==> src/rtl/noc_inj_sched_if.sv <==
// Injection-port bundle between local packet sources and the p0 scheduler.
// master = scheduler side, slave = sources/router side.
`ifndef DATAW_P1
`define DATAW_P1 32
`endif

interface noc_inj_sched_if #(
  parameter int NREQ  = 4,
  parameter int VCH   = 2,
  parameter int LENW  = 6,
  parameter int DSTW  = 4,
  parameter int DATAW = `DATAW_P1
);
  localparam int VCHW = (VCH > 1) ? $clog2(VCH) : 1;

  logic [NREQ-1:0]       req_i;
  logic [NREQ*DSTW-1:0]  dst_i;
  logic [NREQ*VCHW-1:0]  vch_i;
  logic [NREQ*LENW-1:0]  len_i;
  logic [NREQ*DATAW-1:0] data_i;
  logic [NREQ-1:0]       gnt_o;
  logic [NREQ-1:0]       data_pop_o;
  logic [NREQ-1:0]       done_o;
  logic [VCH-1:0]        ordy_i;
  logic [DATAW-1:0]      idata_o;
  logic                  ivalid_o;
  logic [VCHW-1:0]       ivch_o;

  modport master (
    input  req_i, dst_i, vch_i, len_i, data_i, ordy_i,
    output gnt_o, data_pop_o, done_o, idata_o, ivalid_o, ivch_o
  );

  modport slave (
    output req_i, dst_i, vch_i, len_i, data_i, ordy_i,
    input  gnt_o, data_pop_o, done_o, idata_o, ivalid_o, ivch_o
  );
endinterface

==> src/rtl/noc_inj_sched.sv <==
// Round-robin injection scheduler for router p0; NOC_INJ_STATS_EN adds packet/flit counters.
// req->gnt 1 cycle, gnt->head >=1 cycle; head waits on ordy[vc], body flits never stall.
`ifndef DATAW_P1
`define DATAW_P1 32
`endif
`ifndef TYPE_DATA
`define TYPE_DATA 2'b00
`endif
`ifndef TYPE_HEAD
`define TYPE_HEAD 2'b01
`endif
`ifndef TYPE_TAIL
`define TYPE_TAIL 2'b10
`endif
`ifndef TYPE_HEADTAIL
`define TYPE_HEADTAIL 2'b11
`endif

module noc_inj_sched #(
  parameter int NREQ   = 4,
  parameter int SRC_ID = 0,
  parameter int VCH    = 2,
  parameter int LENW   = 6,
  parameter int DSTW   = 4
) (
  input  logic            clk,
  input  logic            rst,
  noc_inj_sched_if.master bus
`ifdef NOC_INJ_STATS_EN
  ,
  output logic [15:0]     pkt_cnt_o,
  output logic [15:0]     flit_cnt_o
`endif
);

  localparam int VCHW    = (VCH > 1) ? $clog2(VCH) : 1;
  localparam int IDXW    = (NREQ > 1) ? $clog2(NREQ) : 1;
  localparam int DATAW   = `DATAW_P1;
  localparam int TYPE_LO = DATAW - 2;
  // Head layout below TYPE: DST, SRC, then a 4-bit VC field.
  localparam int DST_LO  = TYPE_LO - DSTW;
  localparam int SRC_LO  = DST_LO - DSTW;
  localparam int VCH_LO  = SRC_LO - 4;
  localparam logic [DSTW-1:0]  SRC_L        = DSTW'(SRC_ID);
  localparam logic [DATAW-1:0] PAYLOAD_MASK = {2'b00, {TYPE_LO{1'b1}}};

  typedef enum logic [1:0] {S_IDLE, S_HEAD, S_BODY} state_e;

  state_e            state_q;
  logic [IDXW-1:0]   ptr_q;
  logic [IDXW-1:0]   win_q;
  logic [DSTW-1:0]   dst_q;
  logic [VCHW-1:0]   vch_q;
  logic [LENW-1:0]   len_q;
  logic [LENW-1:0]   cnt_q;
  logic [NREQ-1:0]   gnt_q;
  logic [NREQ-1:0]   done_q;
  logic [DATAW-1:0]  idata_q;
  logic              ivalid_q;
  logic [VCHW-1:0]   ivch_q;

  logic [IDXW-1:0]   win_d;
  logic              win_found;
  logic [IDXW-1:0]   cand;
  int                idx;
  logic [LENW-1:0]   len_sel;
  logic [NREQ-1:0]   win_onehot;
  logic [IDXW-1:0]   ptr_d;
  logic [DATAW-1:0]  head_flit;
  logic [DATAW-1:0]  cur_data;
  logic [DATAW-1:0]  body_flit;
  logic              body_last;

  // Search starts at the RR pointer and wraps so every requester gets a turn.
  always_comb begin
    win_d     = '0;
    win_found = 1'b0;
    idx       = 0;
    cand      = '0;
    for (int k = 0; k < NREQ; k++) begin
      idx = int'(ptr_q) + k;
      if (idx >= NREQ) idx = idx - NREQ;
      cand = IDXW'(idx);
      if (!win_found && bus.req_i[cand]) begin
        win_found = 1'b1;
        win_d     = cand;
      end
    end
  end

  always_comb begin
    len_sel    = bus.len_i[win_d*LENW +: LENW];
    win_onehot = NREQ'(1) << win_d;
    ptr_d      = (win_q == IDXW'(NREQ-1)) ? '0 : win_q + 1'b1;
    body_last  = (cnt_q == len_q - 1'b1);

    head_flit                        = '0;
    head_flit[DATAW-1:TYPE_LO]       = (len_q == LENW'(1)) ? `TYPE_HEADTAIL : `TYPE_HEAD;
    head_flit[DST_LO +: DSTW]        = dst_q;
    head_flit[SRC_LO +: DSTW]        = SRC_L;
    head_flit[VCH_LO +: VCHW]        = vch_q;

    cur_data  = bus.data_i[win_q*DATAW +: DATAW];
    body_flit = (cur_data & PAYLOAD_MASK)
              | {(body_last ? `TYPE_TAIL : `TYPE_DATA), {TYPE_LO{1'b0}}};
  end

  always_ff @(posedge clk) begin
    if (rst) begin
      state_q  <= S_IDLE;
      ptr_q    <= '0;
      win_q    <= '0;
      dst_q    <= '0;
      vch_q    <= '0;
      len_q    <= '0;
      cnt_q    <= '0;
      gnt_q    <= '0;
      done_q   <= '0;
      idata_q  <= '0;
      ivalid_q <= 1'b0;
      ivch_q   <= '0;
    end else begin
      done_q   <= '0;
      idata_q  <= '0;
      ivalid_q <= 1'b0;
      ivch_q   <= '0;
      case (state_q)
        S_IDLE: begin
          if (|bus.req_i) begin
            win_q   <= win_d;
            dst_q   <= bus.dst_i[win_d*DSTW +: DSTW];
            vch_q   <= bus.vch_i[win_d*VCHW +: VCHW];
            len_q   <= (len_sel == '0) ? LENW'(1) : len_sel;
            gnt_q   <= win_onehot;
            state_q <= S_HEAD;
          end
        end
        S_HEAD: begin
          if (bus.ordy_i[vch_q]) begin
            ivalid_q <= 1'b1;
            idata_q  <= head_flit;
            ivch_q   <= vch_q;
            cnt_q    <= LENW'(1);
            if (len_q == LENW'(1)) begin
              done_q  <= gnt_q;
              gnt_q   <= '0;
              ptr_q   <= ptr_d;
              state_q <= S_IDLE;
            end else begin
              state_q <= S_BODY;
            end
          end
        end
        S_BODY: begin
          // Packet-level flow control: once the head is out, ordy is not consulted.
          ivalid_q <= 1'b1;
          idata_q  <= body_flit;
          ivch_q   <= vch_q;
          cnt_q    <= cnt_q + 1'b1;
          if (body_last) begin
            done_q  <= gnt_q;
            gnt_q   <= '0;
            ptr_q   <= ptr_d;
            state_q <= S_IDLE;
          end
        end
        default: state_q <= S_IDLE;
      endcase
    end
  end

  assign bus.gnt_o      = gnt_q;
  assign bus.done_o     = done_q;
  assign bus.idata_o    = idata_q;
  assign bus.ivalid_o   = ivalid_q;
  assign bus.ivch_o     = ivch_q;
  assign bus.data_pop_o = (state_q == S_BODY) ? gnt_q : '0;

`ifdef NOC_INJ_STATS_EN
  logic [15:0] pkt_cnt_q;
  logic [15:0] flit_cnt_q;

  always_ff @(posedge clk) begin
    if (rst) begin
      pkt_cnt_q  <= '0;
      flit_cnt_q <= '0;
    end else begin
      if (|done_q && pkt_cnt_q != 16'hFFFF) pkt_cnt_q <= pkt_cnt_q + 16'd1;
      if (ivalid_q && flit_cnt_q != 16'hFFFF) flit_cnt_q <= flit_cnt_q + 16'd1;
    end
  end

  assign pkt_cnt_o  = pkt_cnt_q;
  assign flit_cnt_o = flit_cnt_q;
`else
`endif

endmodule

==> src/flat_wrapper.sv <==
// flat-port wrapper written by rule: the top's interface ports become plain ports
module noc_inj_sched_flat 
#(
  parameter int NREQ   = 4,
  parameter int SRC_ID = 0,
  parameter int VCH    = 2,
  parameter int LENW   = 6,
  parameter int DSTW   = 4
)
  (clk, rst, bus_req_i, bus_dst_i, bus_vch_i, bus_len_i, bus_data_i, bus_ordy_i, bus_gnt_o, bus_data_pop_o, bus_done_o, bus_idata_o, bus_ivalid_o, bus_ivch_o);
  noc_inj_sched_if #(.NREQ(NREQ), .VCH(VCH), .LENW(LENW), .DSTW(DSTW)) bus_i ();
  input  logic clk;
  input  logic rst;
  input wire logic [$bits(bus_i.req_i)-1:0] bus_req_i;
  input wire logic [$bits(bus_i.dst_i)-1:0] bus_dst_i;
  input wire logic [$bits(bus_i.vch_i)-1:0] bus_vch_i;
  input wire logic [$bits(bus_i.len_i)-1:0] bus_len_i;
  input wire logic [$bits(bus_i.data_i)-1:0] bus_data_i;
  input wire logic [$bits(bus_i.ordy_i)-1:0] bus_ordy_i;
  output wire logic [$bits(bus_i.gnt_o)-1:0] bus_gnt_o;
  output wire logic [$bits(bus_i.data_pop_o)-1:0] bus_data_pop_o;
  output wire logic [$bits(bus_i.done_o)-1:0] bus_done_o;
  output wire logic [$bits(bus_i.idata_o)-1:0] bus_idata_o;
  output wire logic [$bits(bus_i.ivalid_o)-1:0] bus_ivalid_o;
  output wire logic [$bits(bus_i.ivch_o)-1:0] bus_ivch_o;
  assign bus_i.req_i = bus_req_i;
  assign bus_i.dst_i = bus_dst_i;
  assign bus_i.vch_i = bus_vch_i;
  assign bus_i.len_i = bus_len_i;
  assign bus_i.data_i = bus_data_i;
  assign bus_i.ordy_i = bus_ordy_i;
  assign bus_gnt_o = bus_i.gnt_o;
  assign bus_data_pop_o = bus_i.data_pop_o;
  assign bus_done_o = bus_i.done_o;
  assign bus_idata_o = bus_i.idata_o;
  assign bus_ivalid_o = bus_i.ivalid_o;
  assign bus_ivch_o = bus_i.ivch_o;
  noc_inj_sched #(.NREQ(NREQ), .SRC_ID(SRC_ID), .VCH(VCH), .LENW(LENW), .DSTW(DSTW)) u_core (.clk(clk), .rst(rst), .bus(bus_i));
endmodule
==> config.mk <==
export PLATFORM = sky130hd
export DESIGN_NAME = noc_inj_sched_flat
export DESIGN_NICKNAME = d
export VERILOG_FILES = /design/src/rtl/noc_inj_sched_if.sv /design/src/rtl/noc_inj_sched.sv /design/src/flat_wrapper.sv
export SDC_FILE = /design/constraint.sdc
export NUM_CORES = 1
export LEC_CHECK = 0
export ABC_CLOCK_PERIOD_IN_PS = 3700
export BUFFER_PORTS_ARGS = -buffer_cell sky130_fd_sc_hd__clkbuf_2
export CORE_MARGIN = 2
export CORE_UTILIZATION = 35
export CTS_BUF_LIST = sky130_fd_sc_hd__clkbuf_16
export DETAILED_ROUTE_END_ITERATION = 6
export PLACE_DENSITY_LB_ADDON = 0.2
export SETUP_SLACK_MARGIN = 0.3
export SKIP_CTS_REPAIR_TIMING = 1
export SYNTH_ARGS = -nofsm -noshare
export SYNTH_HDL_FRONTEND = slang
export SYNTH_SLANG_ARGS = --single-unit
export TNS_END_PERCENT = 30
==> constraint.sdc <==
create_clock -name clk -period 3.7 [get_ports clk]
set_clock_uncertainty 0.2 [all_clocks]
set_input_delay 0.185 -clock clk [delete_from_list [all_inputs] [get_ports clk]]
set_output_delay 0.185 -clock clk [all_outputs]
set_load 0.02 [all_outputs]
-- Word-level counts from Yosys, hierarchy flattened
Cells that the tools add are included.
- register bits: 65
- output and inout port bits: 46
- bits in latches: 0
- bits of input ports: 180
- memory bits (read-only): 0
- memories kept: 0
- logic and storage cells: 115
- bits in writable memories: 0
- $lt $le $gt $ge: 9
- div/mod/pow operators: 0
- multiply operators: 1
- equality and inequality tests: 9
- multiplexer cells: 52
- bitwise gates (word level): 1
- shift-type cells: 5
- reduce and logical (&&, ||, !) cells: 16
- $add $sub $neg: 10
- operators by type and width (operator ; number):
    128-bit by 8-bit variable part select with 30-bit output ; 1
    32-bit one-hot mux with 2 select lines ; 1
    2-bit 2-to-1 mux ; 18
    32-bit 2-to-1 mux ; 1
    4-bit 2-to-1 mux ; 8
    30-bit by 32-bit bitwise OR with 32-bit output ; 1
    24-bit by 6-bit variable part select with 6-bit output ; 1
    16-bit by 5-bit variable part select with 4-bit output ; 1
    2-bit by 3-bit < comparator with 1-bit output (second input constant) ; 4
    6-bit 2-to-1 mux ; 2
    4-bit one-hot mux with 3 select lines ; 1
    6-bit one-hot mux with 2 select lines ; 1
    1-bit 2-to-1 mux ; 11
    3-bit greater-or-equal comparator (second input constant) ; 3
    1-bit binary-select mux with 2-bit select ; 4
    2-bit by 1-bit inequality test with 1-bit output (second input constant) ; 4
    4-bit one-hot mux with 2 select lines ; 1
    2-bit by 1-bit subtractor with 2-bit output (second input constant) ; 4
    2-bit by 2-bit adder with 3-bit output (second input constant) ; 2
    6-bit by 1-bit adder with 6-bit output (second input constant) ; 1
    6-bit by 1-bit equality test with 1-bit output (second input constant) ; 1
    6-bit equality test ; 1
    6-bit logical NOT ; 1
    2-bit one-hot mux with 3 select lines ; 1
    22 further kinds ; 29

-- Longest topological paths before layout
- word-level depth: 18
- depth in mapped cells: 9
- depth with buffers taken out: 8

-- Least setup slack after synthesis
No wires, ideal clock.
- path kind: register to register
- start point: register u_core.len_q[0]
- end point: register u_core.ptr_q[0]
- cell stages (with the launch flop): 9
- data arrival time: 2.020 ns
- clock period less this slack: 2.341 ns
- path slack: 1.359 ns
- data required time: 3.379 ns
- setup time: 0.121 ns
- path buffers: 0
- cell sequence: dfxtp_1 -> inv_1 -> ha_1 -> o21ba_1 -> a221oi_1 -> a41oi_1 -> o41ai_1 -> and3_1 -> mux2_2
- cells in the longest elaborated chain, start to end: 4
- elaborated cells on any way between the ends: 6
- those cells by class: 1 x add/sub; 4 x eq/ne; 1 x reduce/logical
- RTL lines (element ; RTL line ; source):
    start, declared ; noc_inj_sched.sv:54 ; logic [LENW-1:0] len_q;
    start signal, assigned ; noc_inj_sched.sv:133 ; len_q <= (len_sel == '0) ? LENW'(1) : len_sel;
    6-bit by 1-bit subtractor with 6-bit output ; noc_inj_sched.sv:95 ; body_last = (cnt_q == len_q - 1'b1);
    6-bit equality test ; noc_inj_sched.sv:95 ;
    2-bit by 1-bit inequality test with 1-bit output (no line) ; - ;
    4-bit AND reduction (no line) (*) ; - ;
    end signal, assigned ; noc_inj_sched.sv:147 ; ptr_q <= ptr_d;
    end signal, assigned ; noc_inj_sched.sv:163 ; ptr_q <= ptr_d;
    end, declared ; noc_inj_sched.sv:50 ; logic [IDXW-1:0] ptr_q;
Mark *: on every way between the ends. The rest lies on a longest branch, timed or not.
A chain may end at the register's enable or synchronous reset.

-- Final worst setup path
Same ends and word-level chain as after synthesis.

==> flow_summary.toml <==
[cts]
clkSlewWorstSetupHoldPaths_ns = 0.06
clock_path_buffers = 2
cts_buffers = 9
cts-root-buf = "clkbuf_16"
cts_sinks = 65
cts_max_level = 3
cts_tree = "built"
clock_latency_ns = 0.32

[global_route]
grt_max_degree = 36
antenna_found_initial = 0
grt_usage_pct = 19.9
grt_pass1_vias = 3700
grt_overflow_total = 0
grt_pass1_wl_microns = 18000

[run_status]
status = "finished, final reports clean"

[die]
initial_utilization_pct = 36.1
num_rows = 37
die_area_sq_um = 11500
io_pins = 226
die_y_microns = 107
fp.dieW_microns = 107
core-area_sq_um = 10400

[placed_design]
portBuffers = 217
hpwl_microns = 9140
place_congestion = 0.844

[route]
num_vias = 3738
viasPerCell = 5.17
drcViolationCount = 0
wl_per_cell_microns = 16.0
wl_microns = 11600
ant_nets = 0
first_pass_iters = 4
drt-initial-drc-count = 131

[critical_path]
cp_max_fo = 11
required_ns = 3.71
crit_path_start_kind = "register"
end_kind = "register"
cp.arrival_ns = 2.69
criticalPathCategory = "reg2reg"

[finish]
nFillCells = 997
multi_input_area_sq_um = 2290
layout.nets = 770
seq_area_sq_um = 1300
layout-drive-gt1-share_pct = 48.7
areaGrowthSynthToFinish_pct = 39.6
antennaDiodeCount = 0

[sta]
tightest_slew_ns = 0.926
rsz0062_at_grt = "no"
slew_viol_final = 0
min_period_over_period_pct = 72.5
final_hold_viol_count = 0
final.setup.tns_ns = 0
finalSetupViolCount = 0
timing.slew.headroom_pct = 38.3
fin_crit_ns = 2.68
whs_ns = 0.0542
fmax_ghz = 0.373

[flow_run]
maxCapViolations = 0

[power_and_ir_drop]
irDropWorstVdd_uv = 245
powerDensity_nw_per_um2 = 557
p_leak_nw = 2.50

[synthesis]
synth.cell_area_sq_um = 3740
syn_nets = 564
synth_cell_type_count = 60
ys_seq_area_share_pct = 34.8
ys_seq_elements = 65
syn_inst = 376
synthArstFlopShare_pct = 0
synth_ff_type = "dfxtp_1"
synth_edf_count = 0
syn_avg_cell_area_sq_um = 9.94
yosysWarningCount = 0

[worst_hold_path]
hold_path_class = "in2reg"
state kept, by name (all words and copies together), names as in the netlist:
name                 flops
u_core.bus.done_o        4
u_core.bus.gnt_o         4
u_core.bus.idata_o      32
u_core.bus.ivalid_o      1
u_core.bus.ivch_o        1
u_core.cnt_q             6
u_core.dst_q             4
u_core.len_q             6
u_core.ptr_q             2
u_core.state_q           2
u_core.vch_q             1
u_core.win_q             2
cell type report:
| cell class | count | share of cell area, % |
|---|---|---|
| clock buffers | 9 | 4.32 |
| repair buffers | 224 | 21.9 |
| flip-flops and latches | 65 | 25.0 |
| clock inverters | 7 | 1.34 |
| multi-input cells | 276 | 43.8 |
| inverters | 6 | 0.432 |
| well taps | 136 | 3.26 |
where the power goes:
| group | switching, mW | total, mW | internal [mW] |
|---|---|---|---|
| combinational | 0.611 | 1.17 | 0.561 |
| clock | 0.304 | 0.825 | 0.520 |
| sequential | 0.116 | 0.912 | 0.796 |
| total | 1.03 | 2.91 | 1.88 |
per-stage QoR:
step	instance area [sq um]	utilization, %	setup WS (ns)	instances	total power [mW]
after floorplan	3740	-	1.36	376	1.79
after global routing	5220	50.3	0.833	723	3.12
after global placement	4910	47.4	1.04	706	2.08
after detailed placement	4910	47.4	1.03	706	2.10
after CTS	5210	50.2	1.02	722	2.94
final	5220	50.3	1.02	723	2.91
worst max-delay path: stages (launching register included):
cell      delay (ns)
dfxtp_1         0.39
inv_1           0.09
ha_1            0.26
o21ba_1         0.18
a221oi_1        0.29
a41oi_1         0.09
o41ai_1         0.29
buf_4           0.23
and3_1          0.21
mux2_2          0.34
cells by family after synthesis:
| group | count (synthesis) | synth area share, % |
|---|---|---|
| AO/OA/AOI/OAI | 67 | 13.0 |
| XOR/XNOR | 12 | 2.81 |
| adder cells (fa/ha/maj) | 8 | 2.68 |
| buffers and inverters | 35 | 4.22 |
| flip-flops | 65 | 34.8 |
| multiplexers | 35 | 19.4 |
| AND/OR/NAND/NOR | 154 | 23.0 |
final timing paths:
check,from,endpoint,slack (ns),depth (start not counted)
hold / removal,bus_dst_i[14],u_core.dst_q[2],0.05,4
setup / recovery,u_core.len_q[0],u_core.ptr_q[0],1.02,9
setup reg to reg,u_core.len_q[0],u_core.ptr_q[0],1.02,9
hold reg to reg,u_core.dst_q[3],u_core.dst_q[3],0.25,2
cells in the final DEF (no fill, tap or decap), types with 3 or more instances in the layout:
cell type,count
a31o_2,3
a22o_1,4
nor4_1,5
mux2i_1,4
nor2b_1,7
mux4_2,30
nand2b_1,12
xnor2_1,5
or3_1,4
and2_1,4
and3_1,41
nor3_1,4
ha_1,8
a211oi_1,6
clkbuf_2,217
o21ai_0,9
clkbuf_16,9
dfxtp_1,64
nand3_1,16
buf_4,6
a311o_1,5
xor2_1,7
nand2_1,25
nor2_1,19
inv_1,6
a21oi_1,20
synthesized netlist by cell type, drive strengths merged (5+ instances only):
library cell  number  area, sq um
xor2               7         61.3
ha                 8          100
mux4              30          676
nand3             16         80.1
o21ai              9         45.0
clkbuf            17         63.8
inv                6         22.5
nor2              20         77.6
nor4               6         43.8
a21oi             20          100
dfxtp             65         1300
buf               12         71.3
a211oi             8         70.1
nand2b            12         75.1
nand2             26          100
xnor2              5         43.8
and2               5         31.3
nor2b              9         63.8
a311o              5         50.1
and3              41          257
metal layers:
metal / routed length (microns) / track usage (%) / part of all wire (%) / vias up
met4: 239 / 6.23 / 2.1 / 0
met2: 5450 / 34.0 / 47 / 165
li1: - / - / - / 1827
met1: 4920 / 24.7 / 43 / 1728
met5: 0 / 0 / 0 / -
met3: 961 / 4.72 / 8.3 / 18
Power figures use the tool's default switching activity.
